==> config.mk <==
export PLATFORM = sky130hd
export DESIGN_NAME = mem_arbiter
export DESIGN_NICKNAME = d
export VERILOG_FILES = /design/src/rtl/mem_arbiter.sv
export SDC_FILE = /design/constraint.sdc
export NUM_CORES = 1
export LEC_CHECK = 0
export ABC_AREA = 0
export CAP_MARGIN = 10
export CORE_AREA = 2 2 107 109
export CTS_CLUSTER_SIZE = 14
export DETAILED_ROUTE_END_ITERATION = 12
export DIE_AREA = 0 0 109 111
export GPL_ROUTABILITY_DRIVEN = 0
export RECOVER_POWER = 100
export SYNTH_ARGS = -nofsm -noshare
export SYNTH_HDL_FRONTEND = slang
export SYNTH_SLANG_ARGS = --single-unit
==> constraint.sdc <==
create_clock -name i_clk -period 3.2 [get_ports i_clk]
set_input_delay 0.48 -clock i_clk [delete_from_list [all_inputs] [get_ports i_clk]]
set_output_delay 0.48 -clock i_clk [all_outputs]
set_load 0.05 [all_outputs]
==> src/rtl/mem_arbiter.sv <==
// mem_arbiter: two-requester (instruction fetch, load/store) arbiter in front
// of a single-port memory with a fixed read latency.
//
// Ports
//   i_clk, i_reset            clock, synchronous active-high reset
//   i_if_req, i_if_addr       fetch read request and byte address
//   o_if_gnt                  fetch grant (combinational, issue cycle)
//   o_if_rvalid, o_if_rdata   fetch response strobe and data
//   i_ls_req, i_ls_we,        load/store request, write enable,
//   i_ls_addr, i_ls_wdata,    address, write data, byte mask
//   i_ls_bmask
//   o_ls_gnt                  load/store grant (combinational, issue cycle)
//   o_ls_rvalid, o_ls_rdata   load/store response strobe and data
//                             (write acknowledge carries rdata = 0)
//   o_mem_en, o_mem_we,       memory command, driven only in a grant cycle
//   o_mem_addr, o_mem_wdata,
//   o_mem_bmask
//   i_mem_rdata               memory read data, valid LATENCY cycles after issue
//   o_busy                    high while a transaction is outstanding
//
// At most one transaction is in flight; each occupies LATENCY+1 cycles
// (issue cycle plus LATENCY wait cycles, the last one carrying the response).
module mem_arbiter #(
  parameter int unsigned LATENCY = 1
) (
  input  logic        i_clk,
  input  logic        i_reset,
  input  logic        i_if_req,
  input  logic [31:0] i_if_addr,
  output logic        o_if_gnt,
  output logic        o_if_rvalid,
  output logic [31:0] o_if_rdata,
  input  logic        i_ls_req,
  input  logic        i_ls_we,
  input  logic [31:0] i_ls_addr,
  input  logic [31:0] i_ls_wdata,
  input  logic [3:0]  i_ls_bmask,
  output logic        o_ls_gnt,
  output logic        o_ls_rvalid,
  output logic [31:0] o_ls_rdata,
  output logic        o_mem_en,
  output logic        o_mem_we,
  output logic [31:0] o_mem_addr,
  output logic [31:0] o_mem_wdata,
  output logic [3:0]  o_mem_bmask,
  input  logic [31:0] i_mem_rdata,
  output logic        o_busy
);

  localparam logic [2:0] LAT3 = LATENCY[2:0];

  typedef enum logic {
    IDLE = 1'b0,
    WAIT = 1'b1
  } state_t;

  // Requester encoding used by ptr_reg and owner_reg: 0 = fetch, 1 = load/store.
  state_t     state_reg;
  logic [2:0] cnt_reg;
  logic       ptr_reg;    // most recently granted requester
  logic       owner_reg;  // requester owning the outstanding transaction
  logic       we_reg;     // outstanding transaction is a write

  logic idle_active;
  logic pick_ls;
  logic grant_if;
  logic grant_ls;
  logic resp;

  // Outputs are forced low while reset is asserted, even in the first reset
  // cycle when the state register may still hold WAIT.
  assign idle_active = !i_reset && (state_reg == IDLE);

  // Load/store wins when it is the only requester, or when both request and
  // fetch was granted last.
  assign pick_ls  = i_ls_req && (!i_if_req || !ptr_reg);
  assign grant_ls = idle_active && pick_ls;
  assign grant_if = idle_active && i_if_req && !pick_ls;

  assign o_if_gnt = grant_if;
  assign o_ls_gnt = grant_ls;

  assign resp        = !i_reset && (state_reg == WAIT) && (cnt_reg == LAT3);
  assign o_if_rvalid = resp && !owner_reg;
  assign o_ls_rvalid = resp && owner_reg;
  assign o_if_rdata  = o_if_rvalid ? i_mem_rdata : 32'd0;
  assign o_ls_rdata  = (o_ls_rvalid && !we_reg) ? i_mem_rdata : 32'd0;

  assign o_busy = !i_reset && (state_reg == WAIT);

  always_comb begin
    o_mem_en    = 1'b0;
    o_mem_we    = 1'b0;
    o_mem_addr  = 32'd0;
    o_mem_wdata = 32'd0;
    o_mem_bmask = 4'd0;
    if (grant_ls) begin
      o_mem_en    = 1'b1;
      o_mem_we    = i_ls_we;
      o_mem_addr  = i_ls_addr;
      o_mem_wdata = i_ls_wdata;
      o_mem_bmask = i_ls_bmask;
    end else if (grant_if) begin
      o_mem_en    = 1'b1;
      o_mem_addr  = i_if_addr;
      o_mem_bmask = 4'b1111;
    end
  end

  always_ff @(posedge i_clk) begin
    if (i_reset) begin
      state_reg <= IDLE;
      cnt_reg   <= 3'd0;
      ptr_reg   <= 1'b1;  // pretend load/store went last so fetch wins first
      owner_reg <= 1'b0;
      we_reg    <= 1'b0;
    end else begin
      case (state_reg)
        IDLE: begin
          if (grant_if || grant_ls) begin
            state_reg <= WAIT;
            cnt_reg   <= 3'd1;
            ptr_reg   <= grant_ls;
            owner_reg <= grant_ls;
            we_reg    <= grant_ls && i_ls_we;
          end
        end
        WAIT: begin
          if (cnt_reg == LAT3) begin
            state_reg <= IDLE;
            cnt_reg   <= 3'd0;
          end else begin
            cnt_reg <= cnt_reg + 3'd1;
          end
        end
        default: begin
          state_reg <= IDLE;
          cnt_reg   <= 3'd0;
        end
      endcase
    end
  end

endmodule

# Word-level counts from Yosys, hierarchy flattened
# Index checks and enable logic that the tools add are counted.
# word_totals
regBits,7
inputBits,137
# classes
n_addsub,1
eq_ne,2
n_mux,16
n_bitwise,1
reduce_logical,20
# op_table
op,n
two-way mux 32 bit,5
logical AND 1 bit,11
two-way mux 4 bit,2
logical NOT 1 bit,6
two-way mux 3 bit,2
case mux 3 bit (2 select lines),1
two-way mux 1 bit,5
adder 3 x 1 -> 3 bit (second input constant),1
equality test 3 x 1 -> 1 bit (second input constant),1
logical OR 1 bit,2
inequality test 2 x 1 -> 1 bit (second input constant),1
case mux 1 bit (2 select lines),1
AND reduction 2 bit,1
inverter 1 bit,1

# Logic depth before layout (Yosys ltp)
# Gate-level depths: netlist (run 1).
# logic_depth
depth_word,8
depth_mapped,7
ltp_nobuf,4

# Least setup slack after synthesis (run 1)
# OpenSTA, ideal clock, no wires.
# synth_timing
path_type,input to output
from,input port i_reset
to,output port o_ls_rdata[13]
arrival_time_ns,2.630
required_time_ns,2.720
slack_ns,0.090
stages,5
n_path_buf,1
cell_sequence,buf_2 nand2b_1 inv_1 nand3_1 nor3b_1
# synth_between
elab_chain_cells,6
# synth_lines
element,line_no,text
from (decl),27,"input logic i_reset,"
logical NOT 1 bit,-,
logical AND 1 bit,-,
net o_busy,47,output logic o_busy
logical AND 1 bit,83,assign resp = !i_reset && (state_reg == WAIT) && (cnt_reg == LAT3);
logical AND 1 bit,85,assign o_ls_rvalid = resp && owner_reg;
logical AND 1 bit,87,assign o_ls_rdata = (o_ls_rvalid && !we_reg) ? i_mem_rdata : 32'd0;
two-way mux 32 bit,87,
to (decl),40,"output logic [31:0] o_ls_rdata,"
# The timed path passes the listed nets, and every way through them passes these cells.

# Worst setup path after layout (run 1)
# layout_timing
from,input port i_reset
to,output port o_busy
# layout_between
elab_chain_cells,2
# layout_lines
element,line_no,text
logical NOT 1 bit,89,assign o_busy = !i_reset && (state_reg == WAIT);
logical AND 1 bit,89,
to (decl),47,
# Every way passes these cells.

==> qor.txt, run 1 <==
Largest register FFs -> 3
Final nets -> 596
Post-synth cell types -> 30
PortBufs -> 275
Hold Path Class -> reg -> reg
Hold depth -> 1
Total power -> 946 uW
Share of the synthesized area in the top cell type -> 41.9%
Setup Skew -> 1.66 ps
Post-Syn Nets -> 332
Static leakage -> 2.11 nW
Area leader, netlist -> and2_1
Setup TNS -> 0 ps
Reg2Reg Depth -> 3
Fmax -> 345 MHz
Worst min-delay path startpoint -> ptr_reg$_SDFFE_PP1P_
Row count -> 39
FF+latch count, synth -> 7
Core area -> 11100 sq um
Post-CTS Hold Buffers -> 0
Crit-path max cell delay -> 890 ps
Crit-path most repeated cell -> dlygate4sd3_1
Period utilization -> 90.6%
Clock power frac -> 22.0%
H-tree depth -> 1
Hold path endpoint -> ptr_reg$_SDFFE_PP1P_
Synth area leaders -> and2_1, a22o_1, dfxtp_1, buf_2, nor3b_1
CTS tree -> built
WP buf/inv -> 3
Starting Density -> 12.7%
Pins Over Slew Limit -> 0
Syn-to-layout area delta -> 275%
R2R Setup Slk -> 1920 ps
RSZ-0062 raised after global routing -> false
Initial DRT Pass Iterations -> 4
Min cycle time layout -> 2900 ps
Run status -> finished, final reports clean
Maximum fanout along the worst path -> 8
CTS resizes -> 0
Endpoints failing hold -> 0
Share of layout cells above drive strength 1 -> 31.9%
Ant. Diodes -> 0
Overflow after GRT -> 0
Reg2reg end -> ptr_reg$_SDFFE_PP1P_
CP max-delay cell -> dlygate4sd3_1
Largest net degree at the start of global routing -> 67
Crit end category -> output port
Clock transition at path regs -> 30 ps
Final ANT Viol Nets -> 0
Initial DRC count -> 95
Vias in the first global route -> 2533
CTS root buffer -> clkbuf_16
Die area -> 12100 sq um
R2r startpoint -> state_reg$_SDFF_PP0_
Antenna violations before repair -> 0
Sw frac -> 39.2%
Largest delay share family, worst path -> buffers and inverters
Worst IR Drop VDD -> 192 uV
Post-synthesis sequential area ratio -> 9.98%
Setup Slack @ Placement -> 453 ps
P_int -> 575 uW
Dpl hpwl -> 7990 um
Logic pwr share -> 67.2%
Post-Syn Area per Cell -> 7.20 sq um
Final setup fails -> 0
Crit path cell chain -> dlygate4sd3_1, nand2b_1, inv_1, dlygate4sd3_1
Final worst slack -> 302 ps
Post-CTS setup buffer count -> 0
Slew Limit Headroom -> 58.8%
Pwr Density -> 180 nW/um^2
Ys Warns -> 0
GR Util met2 -> 27.5%
Most frequent cells in the layout -> clkdlybuf4s50_1, buf_12, and2_0
Worst Max-Slew Pin Slew -> 621 ps
Met1 Usage GRT -> 14.5%
CP Launch Type -> input pin
CP Data Required Time -> 2720 ps
TritonCTS Buffers -> 3
Die Span X -> 109 um
Commonest non-fill, non-tap cell in the layout -> clkdlybuf4s50_1
Synth Cell Area -> 1400 sq um
First-pass GRT wire length -> 13500 um
Total global-route track usage -> 14.1%
Sequential power share -> 10.7%
GR peak layer -> met2
Vias per inst -> 4.13
Clock buffer depth -> 2
Switching Power -> 370 uW
Via count -> 2485
Die span in y -> 111 um
DR WL/cell -> 14.9 um
CTS Sinks -> 7
Crit path DAT -> 2420 ps
MaxCap Viol Count -> 0
Final WL -> 8970 um
M3 GR Usage -> 3.82%
Critical path class -> in -> out
Drt drc -> 0
Skew-Pair Late Insertion Delay -> 230 ps
IO Pins -> 276
Cells after synthesis -> 195
## power groups by stage
| stage | Sequential, mW | Combinational, mW | Clock (mW) |
|---|---|---|---|
| after floorplan | 0.0987 | 0.291 | 0 |
| after global placement | 0.102 | 0.722 | 0 |
| after detailed placement | 0.103 | 0.728 | 0 |
| after CTS | 0.102 | 0.730 | 0.210 |
| after global routing | 0.103 | 0.666 | 0.218 |
| final | 0.102 | 0.636 | 0.208 |
## worst register-to-register path, cell delays in order, from the launching register on
cell and delay [ps]:
dfxtp_1 500, nor2_1 110, and3_1 260, a211o_1 290
## worst max-delay path by stage
stage	startpoint	end	depth (start not counted)
2_1_floorplan	i_reset	o_ls_rdata[13]	5
3_3_place_gp	i_reset	o_busy	4
3_5_place_dp	i_reset	o_busy	4
4_1_cts	i_reset	o_busy	4
5_1_grt	i_reset	o_mem_addr[9]	6
6_report	i_reset	o_busy	4
## final cells by class
type                       instances  area [sq um]
fill                            1016          5810
tap                              143           179
clock buffer                       4          78.8
multi-input combinational        163          1140
timing repair buffer             279          3710
inverter                           5          18.8
sequential                         7           140
## through the flow
step	std cells	instance area [sq um]	hold WS (ps)	util (%)
final	601	5260	509	47.5
after global routing	601	5260	527	47.5
after CTS	601	5710	501	51.5
after detailed placement	597	5630	491	50.8
after global placement	597	5630	470	50.8
after floorplan	195	1400	449	-
## cells in the mapped netlist
master,instances
a32o_1,1
o21ai_0,2
o21a_1,4
a22o_1,32
clkbuf_2,1
nand2_1,3
nor4_4,1
nand4b_1,2
clkbuf_1,4
buf_2,13
nor4_1,1
a31o_2,1
and3_1,2
nor2_1,2
nor3_1,1
a21oi_1,1
or2_2,1
and2b_1,1
nand3_1,2
a211oi_1,2
inv_1,5
a211o_1,1
buf_6,2
or3b_4,1
nor3b_1,4
dfxtp_1,7
nor3_4,1
and2_1,94
a31oi_1,1
nand2b_1,2
## routing by layer
metal | vias to the layer above | wire, um
li1 | 1190 | -
met1 | 1132 | 2870
met2 | 155 | 5010
met3 | 8 | 977
met4 | 0 | 112
met5 | - | 0
## cells by family after synthesis
logic type / share of synthesized area, %
buffers and inverters: 9.00
AOI/OAI and AO/OA: 26.6
DFF: 9.98
and+or+nand+nor: 54.4
No activity file was read; power rests on OpenSTA's default activity.
==> run 2, diff against run 1 <==
Settings changed: CAP_MARGIN 10 to 20.
Clock period 3.2 ns to 3.26 ns, I/O delays scaled along.
==> run 2 against run 1 <==
  * Flip-flop and latch count did not move
  * Non-clock buffer count rose by 1
  * Sequential share of layout area fell by 0.15 points
  * Wire length fell by 1.3%
  * Utilization rose by 2.9 points
  * Hold slack got worse by 9.2 ps
  * Count of clock-buffer cells in the layout did not move
  * Combinational power rose by 8.6%
  * Sequential power barely moved
  * Setup slack improved by 42 ps
  * Critical path type unchanged
  * Critical endpoint is now o_mem_wdata[24]
==> qor.txt, run 2 (same netlist as run 1, synthesis figures left out) <==
Run status -> finished, final reports clean
Final WL -> 8860 um
Row count -> 39
Setup Skew -> 1.52 ps
Most frequent cells in the layout -> clkdlybuf4s50_1, buf_12, and2_0
Post-Route Utilization -> 50.4%
Ant. Diodes -> 0
Min cycle time layout -> 2920 ps
Sw frac -> 37.7%
Fmax -> 343 MHz
Setup TNS -> 0 ps
Share of layout cells above drive strength 1 -> 31.8%
Post-Place Cell Area -> 5640 sq um
H-tree depth -> 1
Dpl hpwl -> 7840 um
Reg2Reg Depth -> 3
DR WL/cell -> 14.7 um
CP Data Required Time -> 2770 ps
Crit-path most repeated cell -> buf_12
Final setup fails -> 0
Crit path cell chain -> dlygate4sd3_1, nand2_1, and3_1, buf_12, and2_0, buf_12
Largest net degree at the start of global routing -> 54
First-pass GRT wire length -> 13500 um
Period utilization -> 89.4%
Commonest non-fill, non-tap cell in the layout -> clkdlybuf4s50_1
Hold Path Class -> reg -> reg
Final Cell Area -> 5580 sq um
IO Pins -> 276
Clock power frac -> 20.9%
Post-CTS Hold Buffers -> 0
Critical path class -> in -> out
Drt drc -> 0
Vias per inst -> 4.08
Pins Over Slew Limit -> 0
Worst Max-Slew Pin Slew -> 760 ps
P_int -> 623 uW
Final nets -> 597
Die area -> 12100 sq um
Syn-to-layout area delta -> 298%
Static leakage -> 2.17 nW
Post-CTS setup buffer count -> 0
Vias in the first global route -> 2529
Initial DRT Pass Iterations -> 4
Total global-route track usage -> 14.1%
Sequential Area -> 140 sq um
Die Span X -> 109 um
CTS root buffer -> clkbuf_16
Via count -> 2459
Endpoints failing hold -> 0
Switching Power -> 377 uW
Worst IR Drop VDD -> 205 uV
CTS Sinks -> 7
Pwr Density -> 179 nW/um^2
CTS tree -> built
TritonCTS Buffers -> 3
MaxCap Viol Count -> 0
Overflow after GRT -> 0
Initial DRC count -> 87
Clock transition at path regs -> 40 ps
PortBufs -> 275
CTS resizes -> 0
Skew-Pair Late Insertion Delay -> 230 ps
Hold depth -> 1
Maximum fanout along the worst path -> 53
Logic pwr share -> 69.1%
Final ANT Viol Nets -> 0
Area of the multi-input gates -> 1140 sq um
CP max-delay cell -> dlygate4sd3_1
RSZ-0062 raised after global routing -> false
Clock buffer depth -> 2
Crit-path max cell delay -> 610 ps
Fillers -> 954
Die span in y -> 111 um
Crit end category -> output port
Crit path DAT -> 2430 ps
Slew Limit Headroom -> 49.3%
Antenna violations before repair -> 0
Largest register FFs -> 3
Sequential power share -> 10.0%
Starting Density -> 12.7%
CP Launch Type -> input pin
Core area -> 11100 sq um
[run 2: cell count changes in the layout (fill, tap and decap cells not counted), sizes merged]
cell,before,now
clkdlybuf4s50,134,135
dlymetal6s2s,2,0
buf,110,130
clkbuf,34,16
[run 2: critical path: cells and delay by family]
kind / cells / cell delay (ps)
AND/OR/NAND/NOR: 3 / 850
buffers and inverters: 3 / 1060
[run 2: cell type report]
class                           count  share of cell area, %
Clock buffer                        4                   1.41
Inverter                            5                  0.336
Multi-Input combinational cell    163                   20.4
Sequential cell                     7                   2.51
Timing Repair Buffer              280                   72.2
Tap cell                          143                   3.21
[run 2: metal layers]
layer	wire [um]	track usage, %	up-vias
li1	-	-	1192
met1	3000	14.6	1106
met2	4750	26.6	152
met3	988	4.64	9
met4	119	3.59	0
met5	0	0	-
[run 2: power groups by stage]
stage	registers [mW]	logic (mW)	clock network, mW
after CTS	0.100	0.716	0.212
final	0.100	0.691	0.209
after global routing	0.102	0.721	0.217
after floorplan	0.0969	0.286	0
after global placement	0.101	0.709	0
after detailed placement	0.101	0.714	0
[run 2: through the flow]
step	hold slack [ps]	worst slack, ps	power [mW]	cells
6_report	500	344	1.00	602
5_1_grt	518	180	1.04	602
4_1_cts	497	452	1.03	602
3_5_place_dp	482	461	0.815	598
3_3_place_gp	466	504	0.809	598
2_1_floorplan	449	132	0.383	195
[run 2: final timing paths]
check	from	end	slack [ps]
worst min register to register	ptr_reg$_SDFFE_PP1P_	ptr_reg$_SDFFE_PP1P_	500
worst max-delay path	i_if_req	o_mem_wdata[24]	340
worst max register to register	state_reg$_SDFF_PP0_	ptr_reg$_SDFFE_PP1P_	1810
worst min-delay path	ptr_reg$_SDFFE_PP1P_	ptr_reg$_SDFFE_PP1P_	500
